<file path="src/rtl/demux2x1_stream_pkg.sv">
// Shared types and channel encoding for the packet-aware 1:2 stream demultiplexer.
// The select polarity is deliberately inverted: sel=1 steers to channel 0.
package demux2x1_stream_pkg;

  typedef enum logic [1:0] {
    IDLE  = 2'd0,
    LOCK0 = 2'd1,
    LOCK1 = 2'd2
  } state_t;

  localparam logic CH0 = 1'b0;
  localparam logic CH1 = 1'b1;

  function automatic logic sel_to_ch(input logic sel);
    return sel ? CH0 : CH1;
  endfunction

  function automatic state_t lock_state(input logic ch);
    return (ch == CH0) ? LOCK0 : LOCK1;
  endfunction

endpackage

</file>
<file path="src/rtl/demux2x1_stream_slot.sv">
// One-entry output register slice (stream_slot): loads a beat, holds it until
// the downstream takes it. Payload keeps its last value while empty.
module demux2x1_stream_slot #(
  parameter int WIDTH = 8
) (
  input  logic             clk,
  input  logic             rst,
  input  logic             load,
  input  logic [WIDTH-1:0] load_data,
  input  logic             load_last,
  input  logic             ready,
  output logic             free,
  output logic             valid,
  output logic [WIDTH-1:0] data,
  output logic             last
);

  logic             valid_reg;
  logic [WIDTH-1:0] data_reg;
  logic             last_reg;

  // Free when empty, or when the held beat leaves this same cycle.
  assign free  = !valid_reg || ready;
  assign valid = valid_reg;
  assign data  = data_reg;
  assign last  = last_reg;

  always_ff @(posedge clk) begin
    if (rst) begin
      valid_reg <= 1'b0;
      data_reg  <= '0;
      last_reg  <= 1'b0;
    end else if (load) begin
      valid_reg <= 1'b1;
      data_reg  <= load_data;
      last_reg  <= load_last;
    end else if (ready) begin
      valid_reg <= 1'b0;
    end
  end

endmodule

</file>
<file path="src/rtl/demux2x1_stream.sv">
// Packet-aware 1:2 stream demultiplexer: the first beat's select picks a channel
// and the rest of the packet follows it. Per-channel packet counters for debug.
module demux2x1_stream
  import demux2x1_stream_pkg::*;
#(
  parameter int WIDTH = 8,
  parameter int CNT_W = 16
) (
  input  logic             clk,
  input  logic             rst,
  input  logic [WIDTH-1:0] in_data,
  input  logic             in_sel,
  input  logic             in_last,
  input  logic             in_valid,
  output logic             in_ready,
  output logic [WIDTH-1:0] out0_data,
  output logic             out0_last,
  output logic             out0_valid,
  input  logic             out0_ready,
  output logic [WIDTH-1:0] out1_data,
  output logic             out1_last,
  output logic             out1_valid,
  input  logic             out1_ready,
  output logic             busy,
  output logic [CNT_W-1:0] pkt_cnt0,
  output logic [CNT_W-1:0] pkt_cnt1
);

  state_t           state_reg;
  state_t           state_next;
  logic             target;
  logic             accept;
  logic [1:0]       slot_ready;
  logic [1:0]       slot_free;
  logic [1:0]       slot_load;
  logic [1:0]       slot_valid;
  logic [1:0]       slot_last;
  logic [WIDTH-1:0] slot_data   [2];
  logic [CNT_W-1:0] pkt_cnt_reg [2];

  assign slot_ready = {out1_ready, out0_ready};

  // in_sel only matters at a packet boundary; a locked packet ignores it.
  always_comb begin
    target = sel_to_ch(in_sel);
    unique case (state_reg)
      LOCK0:   target = CH0;
      LOCK1:   target = CH1;
      default: target = sel_to_ch(in_sel);
    endcase
  end

  assign in_ready = slot_free[target];
  assign accept   = in_valid && in_ready;

  always_comb begin
    state_next = state_reg;
    if (accept) begin
      unique case (state_reg)
        IDLE:    if (!in_last) state_next = lock_state(target);
        default: if (in_last) state_next = IDLE;
      endcase
    end
  end

  always_ff @(posedge clk) begin
    if (rst) begin
      state_reg <= IDLE;
    end else begin
      state_reg <= state_next;
    end
  end

  assign busy = (state_reg != IDLE);

  generate
    for (genvar gi = 0; gi < 2; gi++) begin : g_chan
      assign slot_load[gi] = accept && (target == 1'(gi));

      demux2x1_stream_slot #(
        .WIDTH(WIDTH)
      ) u_slot (
        .clk      (clk),
        .rst      (rst),
        .load     (slot_load[gi]),
        .load_data(in_data),
        .load_last(in_last),
        .ready    (slot_ready[gi]),
        .free     (slot_free[gi]),
        .valid    (slot_valid[gi]),
        .data     (slot_data[gi]),
        .last     (slot_last[gi])
      );

      // Free-running wrap on overflow keeps the counter a plain modulo count.
      always_ff @(posedge clk) begin
        if (rst) begin
          pkt_cnt_reg[gi] <= '0;
        end else if (slot_load[gi] && in_last) begin
          pkt_cnt_reg[gi] <= pkt_cnt_reg[gi] + 1'b1;
        end
      end
    end
  endgenerate

  assign out0_data  = slot_data[0];
  assign out0_last  = slot_last[0];
  assign out0_valid = slot_valid[0];
  assign out1_data  = slot_data[1];
  assign out1_last  = slot_last[1];
  assign out1_valid = slot_valid[1];
  assign pkt_cnt0   = pkt_cnt_reg[0];
  assign pkt_cnt1   = pkt_cnt_reg[1];

endmodule

</file>
<file path="config.mk">
export PLATFORM = sky130hd
export DESIGN_NAME = demux2x1_stream
export DESIGN_NICKNAME = d
export VERILOG_FILES = /design/src/rtl/demux2x1_stream_pkg.sv /design/src/rtl/demux2x1_stream_slot.sv /design/src/rtl/demux2x1_stream.sv
export SDC_FILE = /design/constraint.sdc
export NUM_CORES = 1
export LEC_CHECK = 0
export CAP_MARGIN = 20
export CELL_PAD_IN_SITES_DETAIL_PLACEMENT = 0
export CELL_PAD_IN_SITES_GLOBAL_PLACEMENT = 2
export CORE_ASPECT_RATIO = 1.2
export CORE_MARGIN = 4
export CORE_UTILIZATION = 30
export CTS_CLUSTER_SIZE = 10
export DETAILED_ROUTE_END_ITERATION = 6
export PLACE_DENSITY = 0.9
export SETUP_SLACK_MARGIN = 0.2
export SYNTH_ARGS = -nofsm -noshare
export SYNTH_HDL_FRONTEND = slang
export SYNTH_HIERARCHICAL = 1
export SYNTH_SLANG_ARGS = --single-unit
</file>
<file path="constraint.sdc">
create_clock -name clk -period 2.78 [get_ports clk]
set_clock_uncertainty 0.15 [all_clocks]
set_input_delay 0.556 -clock clk [delete_from_list [all_inputs] [get_ports clk]]
set_output_delay 0.556 -clock clk [all_outputs]
set_load 0.02 [all_outputs]
</file>
## Yosys cells after proc, flatten, opt, wreduce, memory -nomap -nowiden

Memories as Yosys holds them, arrays and structs flattened.
Index checks and enable logic that the tools add are counted.

| cells by class | value |
|---|---|
| $add $sub $neg | 2 |
| bitwise logic cells | 3 |
| multiplexer cells | 22 |
| magnitude comparators | 1 |
| reductions and logical operators | 15 |
| equal/unequal tests | 3 |

Operator list:

| kind | number |
|---|---|
| 16-bit by 1-bit adder with 16-bit output (second input constant) | 2 |
| 16-bit two-way mux | 2 |
| 1-bit two-way mux | 15 |
| 2-bit two-way mux | 4 |
| 2-bit nonzero test | 4 |
| 1-bit logical AND | 5 |
| 3-bit AND reduction | 1 |
| 2-bit by 1-bit == test with 1-bit output (second input constant) | 1 |
| 2-bit == test (second input constant) | 1 |
| 1-bit logical NOT | 2 |
| 2-bit logical NOT | 1 |
| 1-bit logical OR | 2 |
| 1-bit by 2-bit less-than comparator with 1-bit output (second input constant) | 1 |
| 2-bit != test (second input constant) | 1 |
| 1-bit bitwise OR | 2 |
| 1-bit case mux with 2 select lines | 1 |
| 1-bit NOT | 1 |

| word-level totals | value |
|---|---|
| register bits | 22 |
| logic and storage cells | 54 |
| bits of input ports | 15 |
| memories | 1 |
| RAM bits | 32 |

Memory list:

| name | depth | bits a word | read ports | clocked after Yosys merged registers in | write ports | RTL line | RTL |
|---|---|---|---|---|---|---|---|
| pkt_cnt_reg | 2 | 16 | 2 | 0 | 2 | demux2x1_stream.sv:39 | `logic [CNT_W-1:0] pkt_cnt_reg [2];` |

## Logic depth before layout (Yosys ltp)

Gate-level depths: netlist (run 1).

| depth | value |
|---|---|
| depth after elaboration | 11 |
| depth in mapped cells | 8 |
| depth with buffers taken out | 7 |

## Cells and area by module

The synthesis (run 1) kept the hierarchy.

Modules (own cells, without submodules):

| module | area an instance (um^2) | cells an instance | instances |
|---|---|---|---|
| demux2x1_stream | 1,909.3 | 179 | 1 |
| demux2x1_stream_slot | 355.3 | 33 | 2 |

## Least setup slack after synthesis (run 1)

No wires, ideal clock.

| timing | value |
|---|---|
| path type | reg2reg |
| start | register state_reg[1] |
| end | memory pkt_cnt_reg[0][0], enable pin |
| cell stages (with the launch flop) | 7 |
| clock period less this slack | 2,152 ps |
| setup time | 367 ps |
| arrival time | 1,635 ps |
| buffers on the path | 0 |
| setup slack | 628 ps |
| data required time | 2,263 ps |
| cell sequence | dfxtp_1 inv_1 ha_1 or2b_2 nand2_2 and3_2 a21o_1 |

RTL lines:

| element | RTL line | RTL |
|---|---|---|
| start, declared | demux2x1_stream.sv:29 | `state_t state_reg;` |
| start signal, assigned | demux2x1_stream.sv:70 | `state_reg <= state_next;` |
| end, declared | demux2x1_stream.sv:39 |  |

## Final worst setup path (run 1)

| timing | value |
|---|---|
| start | input in_sel |
| end | output in_ready |

| between the ends | value |
|---|---|
| word-level cells in the longest chain between the ends | 4 |

RTL lines:

| element | RTL line | RTL |
|---|---|---|
| start, declared | demux2x1_stream.sv:12 | `input logic in_sel,` |
| 1-bit two-way mux | demux2x1_stream_pkg.sv:15 | `return sel ? CH0 : CH1;` |
| 1-bit case mux with 2 select lines | demux2x1_stream.sv:46 | `unique case (state_reg)` |
| 1-bit two-way mux (implied by the code) (2 in series) | demux2x1_stream.sv:53 | `assign in_ready = slot_free[target];` |
| end, declared | demux2x1_stream.sv:15 | `output logic in_ready,` |

No other way between the ends. The select of a mux whose other input is x is not followed.

==> results of run 1 <==
per-stage QoR:
step           utilization [%]  TNS (ns)  cells
2_1_floorplan                -         0    245
3_3_place_gp              40.5    -0.206    432
3_5_place_dp              40.5    -0.173    432
4_1_cts                   41.7         0    440
5_1_grt                   41.7         0    440
6_report                  41.7         0    440
kinds of logic (layout without fill, tap and decap cells):
| logic type | after synthesis | count (layout) | share of synthesized area (%) |
|---|---|---|---|
| AO/OA/AOI/OAI | 10 | 10 | 2.67 |
| XOR/XNOR | 28 | 28 | 9.36 |
| adder cells (fa/ha/maj) | 4 | 4 | 1.91 |
| buffers and inverters | 19 | 97 | 4.30 |
| flip-flops | 54 | 54 | 53.5 |
| multiplexers | 18 | 18 | 6.88 |
| AND/OR/NAND/NOR | 112 | 112 | 21.4 |
per-layer routing:
| layer | vias up | global-route usage (%) |
|---|---|---|
| li1 | 1007 | - |
| met1 | 948 | 15.4 |
| met2 | 58 | 20.7 |
| met3 | 10 | 5.16 |
| met4 | 0 | 4.50 |
| met5 | - | 0 |
worst max-delay path by stage:
stage	end	start	cells after the start	slack, ns
2_1_floorplan	pkt_cnt_reg[0][0]	state_reg[1]	6	0.63
3_3_place_gp	in_ready	in_sel	5	-0.21
3_5_place_dp	in_ready	in_sel	5	-0.17
4_1_cts	in_ready	in_sel	6	0.26
5_1_grt	in_ready	in_sel	5	0.20
6_report	in_ready	in_sel	6	0.29
cell usage after synthesis, drive strengths merged:
cell / number
a21bo: 1
a21o: 2
a21oi: 4
and3: 2
and4: 4
buf: 6
clkbuf: 3
dfxtp: 22
edfxtp: 32
ha: 4
inv: 10
mux2i: 18
nand2: 10
nand2b: 3
nand3: 13
nand4: 11
nand4bb: 1
nor2: 53
nor3: 6
nor4: 5
o2bb2ai: 1
o31ai: 1
o41ai: 1
or2b: 2
or3b: 1
or4b: 1
xnor2: 16
xor2: 12
power breakdown:
| group | internal [µW] | switching, µW |
|---|---|---|
| Clock | 269 | 265 |
| Sequential | 916 | 62.4 |
| Combinational | 225 | 230 |
layout make-up:
type | count | area share, %
timing repair buffer | 79 | 21.6
clock inverter | 2 | 1.05
tap | 117 | 4.10
sequential | 54 | 39.3
inverter | 10 | 1.05
clock buffer | 6 | 2.03
multi-input combinational | 172 | 31.0
critical path: stages:
cell and delay (ns):
clkdlybuf4s50_1 0.47, or2b_2 0.31, buf_4 0.14, nand3_1 0.09, nand2_1 0.05, buf_2 0.16
==> results.toml, run 1 <==
[outcome]
status = "completed"

[layout]
fin_area_mm2 = 0.00357
largest_reg_flops = 32
final_cell_mix = "clkdlybuf4s50_1, nor2_1, edfxtp_1, dfxtp_1, mux2i_1"
multi_input_area_mm2 = 0.00111
syn_to_final_growth_pct = 36.4
regArea_mm2 = 0.00140
drive_gt1_share_pct = 8.67
nNetsFinal = 341
num-fill-cells = 859
layout_commonest_cell = "clkdlybuf4s50_1"
diodes = 0

[grt]
grt_usage_pct = 12.8
antenna_found_initial = 0
grt_max_degree = 25
grt_pass1_vias = 2144
grt_pass1_wl_um = 10500
gr-total-overflow = 0

[synthesis]
yosysTopAreaCell = "edfxtp_1"
synth.avg_cell_area_um2 = 10.7
synth_top_area_share_pct = 36.7
synthTopCellsByArea = "edfxtp_1, dfxtp_1, nor2_1"
synth.distinct_cells = 34
ys_warn_count = 6
ys_seq_area_share_pct = 53.5
syn_nets = 264
syn_area_mm2 = 0.00262
ys_ff_latch = 54
syn_inst = 245

[clocking]
numCtsBuffers = 5
cts_tree = "done"
clock_path_buffers = 2
clk_latency_ns = 0.31
h-tree-depth = 2
hold_buffers = 0
cts_root_buf = "clkbuf_8"
path_clk_slew_ns = 0.10
clock-sinks = 54
cts_setup_buffers = 0
cts_resized = 4

[place]
pre_cts_slack_ns = -0.173
post-dp-hpwl_um = 4310
gp_congestion = 0.794
portBuffers = 68
placed_area_mm2 = 0.00347

[floorplanning]
row_count = 37
core_area_mm2 = 0.00856
ios = 69
chipWidth_um = 93.3
die_h_um = 110
dieArea_mm2 = 0.0103
initial_utilization_pct = 30.6

[min_path]
holdPathEnd = "state_reg[1]"
hold_path.startpoint = "state_reg[1]"
worstHoldPathCells = 2
hp-class = "reg2reg"

[worst_setup_path]
required_ns = 2.07
r2r_end = "pkt_cnt_reg[0][10]"
cp_data_arrival_time_ns = 1.79
r2r_slack_ns = 0.59
rr_worst_depth = 8
endpoint_kind = "primary output"
critPathKind = "in2out"
path_max_fanout = 2
r2r_start = "state_reg[0]"
startpoint_type = "input pin"

[sta]
min_period_ns = 2.49
worstMarginPinSlew_ns = 0.658
setup_slack_ns = 0.287
max_freq_ghz = 0.401
final.period_utilization_pct = 89.7
hold_ws_ns = 0.334
hold_violations = 0
setup_viol = 0
rsz0062_at_grt = "no"
finalMaxSlewViolations = 0
slew_headroom_pct = 56.1

[power]
leakage_uw = 0.00123
total_power_uw = 1970
irDropWorstVdd_uv = 298
powerDensity_mw_per_mm2 = 551

[routing]
drc_errors = 0
vias_per_cell = 4.60
met2_length_um = 2830
drtIter0Drc = 97
top_layer = "met4"
wl_met1_um = 2650
routed_wirelength_um = 6030
dr_wl_met3_um = 453
firstDrtPassIters = 4
wl_per_cell_um = 13.7
drtAntennaViolNets = 0
vias = 2023

[flow_run]
drv_cap = 0
No activity file was read; power rests on OpenSTA's default activity.
==> run 2: changes to the inputs <==
--- a/config.mk
+++ b/config.mk
@@ -9,7 +9,7 @@
 export CELL_PAD_IN_SITES_DETAIL_PLACEMENT = 0
 export CELL_PAD_IN_SITES_GLOBAL_PLACEMENT = 2
 export CORE_ASPECT_RATIO = 1.2
-export CORE_MARGIN = 4
+export CORE_MARGIN = 2
 export CORE_UTILIZATION = 30
 export CTS_CLUSTER_SIZE = 10
 export DETAILED_ROUTE_END_ITERATION = 6
==> constraint.sdc (replaced) <==
create_clock -name clk -period 2.78 [get_ports clk]
set_clock_uncertainty 0.15 [all_clocks]
set_input_delay 0.417 -clock clk [delete_from_list [all_inputs] [get_ports clk]]
set_output_delay 0.417 -clock clk [all_outputs]
set_load 0.02 [all_outputs]
==> results.toml, run 2 (same netlist as run 1, synthesis figures left out) <==
[layout]
fin_area_mm2 = 0.00353
final_cell_mix = "clkdlybuf4s50_1, nor2_1, edfxtp_1, dfxtp_1, mux2i_1"
largest_reg_flops = 32
diodes = 0
drive_gt1_share_pct = 6.31
syn_to_final_growth_pct = 34.9
nNetsFinal = 335
layout_commonest_cell = "clkdlybuf4s50_1"

[sta]
rsz0062_at_grt = "no"
hold_violations = 0
fin_setup_tns_ns = 0
setup_viol = 0
final.period_utilization_pct = 89.2
min_period_ns = 2.48
max_freq_ghz = 0.403
worstMarginPinSlew_ns = 0.661
finalMaxSlewViolations = 0
slew_headroom_pct = 55.9

[place]
gp_congestion = 0.734
portBuffers = 68
post-dp-hpwl_um = 4110
placed_area_mm2 = 0.00342

[power]
pwr-share-comb_pct = 22.7
p_int_uw = 1390
leakage_uw = 0.00121
swShare_pct = 28.1
powerDensity_mw_per_mm2 = 545
power_frac_clock_pct = 26.6
irDropWorstVdd_uv = 306
power.switching_uw = 542
seq_power_share_pct = 50.7

[floorplanning]
chipWidth_um = 89.3
die_h_um = 106
core_area_mm2 = 0.00852
ios = 69
dieArea_mm2 = 0.00950
initial_utilization_pct = 30.8
row_count = 37

[routing]
wl_met1_um = 2490
wl_per_cell_um = 13.4
firstDrtPassIters = 5
vias = 2009
drtIter0Drc = 84
met2_length_um = 2850
top_layer = "met4"
vias_per_cell = 4.63
dr_wl_met3_um = 417
routed_wirelength_um = 5820
drtAntennaViolNets = 0
drc_errors = 0

[worst_setup_path]
cp_data_arrival_time_ns = 1.91
path_max_fanout = 3
critPathKind = "reg2out"
startpoint_type = "flop"
endpoint_kind = "primary output"
r2r_slack_ns = 0.61
required_ns = 2.21

[grt]
antenna_found_initial = 0
grt_pass1_wl_um = 9780
grt_usage_pct = 13.0
grt_max_degree = 25
gr-total-overflow = 0
grt_pass1_vias = 2018

[clocking]
h-tree-depth = 2
cts_tree = "done"
clock-sinks = 54
clock_path_buffers = 2
path_clk_slew_ns = 0.09
clk_latency_ns = 0.30
cts_root_buf = "clkbuf_8"
hold_buffers = 0
numCtsBuffers = 5

[outcome]
status = "completed"

[min_path]
hp-class = "reg2reg"

[flow_run]
drv_cap = 0
-- run 2: cell types whose count changed in the layout (fill, tap and decap cells not counted), sizes merged --
cell	before	now
clkbuf	6	8
buf	12	5
clkdlybuf4s15	0	1
bufinv	1	0
clkinvlp	1	0
-- run 2: layout make-up --
cell class	count	area, µm²
multi-input cells	172	1110
repair buffers	73	731
well taps	117	146
flip-flops and latches	54	1400
clock buffers	8	111
inverters	10	37.5
fillers	856	4980
-- run 2: worst paths after layout --
check                           start                        to  cells after the start
min          g_chan[1].u_slot/data[4]  g_chan[1].u_slot/data[4]                      2
min reg2reg  g_chan[1].u_slot/data[4]  g_chan[1].u_slot/data[4]                      2
max reg2reg              state_reg[1]         pkt_cnt_reg[1][1]                      6
max                      state_reg[1]                  in_ready                      6
-- run 2: timing repair --
action | in CTS | in global routing
setup buffers | 0 | 0
resized for setup | 1 | 1
hold endpoints to repair | 0 | 0
gates cloned | 0 | 0
setup endpoints to repair | 1 | 1
-- run 2: metrics by stage --
| step | hold WS [ns] | util (%) | total power, µW | setup slack, ns | std cells |
|---|---|---|---|---|---|
| final | 0.347 | 41.5 | 1930 | 0.300 | 434 |
| after detailed placement | 0.336 | 40.2 | 1440 | 0.0689 | 426 |
| after global placement | 0.322 | 40.2 | 1440 | 0.0807 | 426 |
| after global routing | 0.390 | 41.5 | 2030 | 0.203 | 434 |
| after floorplan | 0.309 | - | 1240 | 0.628 | 245 |
| after CTS | 0.355 | 41.5 | 1960 | 0.247 | 434 |
-- run 2: per-layer routing --
layer | up-vias | global-route usage [%]
li1 | 997 | -
met1 | 954 | 15.7
met2 | 54 | 21.1
met3 | 4 | 4.74
met4 | 0 | 4.16
met5 | - | 0
-- run 2: critical path: stages, from the launching register on --
cell	delay, ns
dfxtp_1	0.36
inv_1	0.05
ha_1	0.27
or2b_2	0.33
a21bo_2	0.23
nand2_1	0.06
clkdlybuf4s15_1	0.31
-- run 2: power groups by stage --
stage | Clock [µW] | Sequential, µW | Combinational [µW]
2_1_floorplan | 0 | 1060 | 183
3_3_place_gp | 0 | 995 | 442
3_5_place_dp | 0 | 997 | 445
4_1_cts | 534 | 979 | 444
5_1_grt | 559 | 989 | 477
6_report | 512 | 978 | 438
==> run 3: changes to the inputs <==
--- a/config.mk
+++ b/config.mk
@@ -5,6 +5,7 @@
 export SDC_FILE = /design/constraint.sdc
 export NUM_CORES = 1
 export LEC_CHECK = 0
+export ABC_AREA = 0
 export CAP_MARGIN = 20
 export CELL_PAD_IN_SITES_DETAIL_PLACEMENT = 0
 export CELL_PAD_IN_SITES_GLOBAL_PLACEMENT = 2
==> results of run 3 <==
No change in the layout: final DEF, timing and power equal those of run 2.
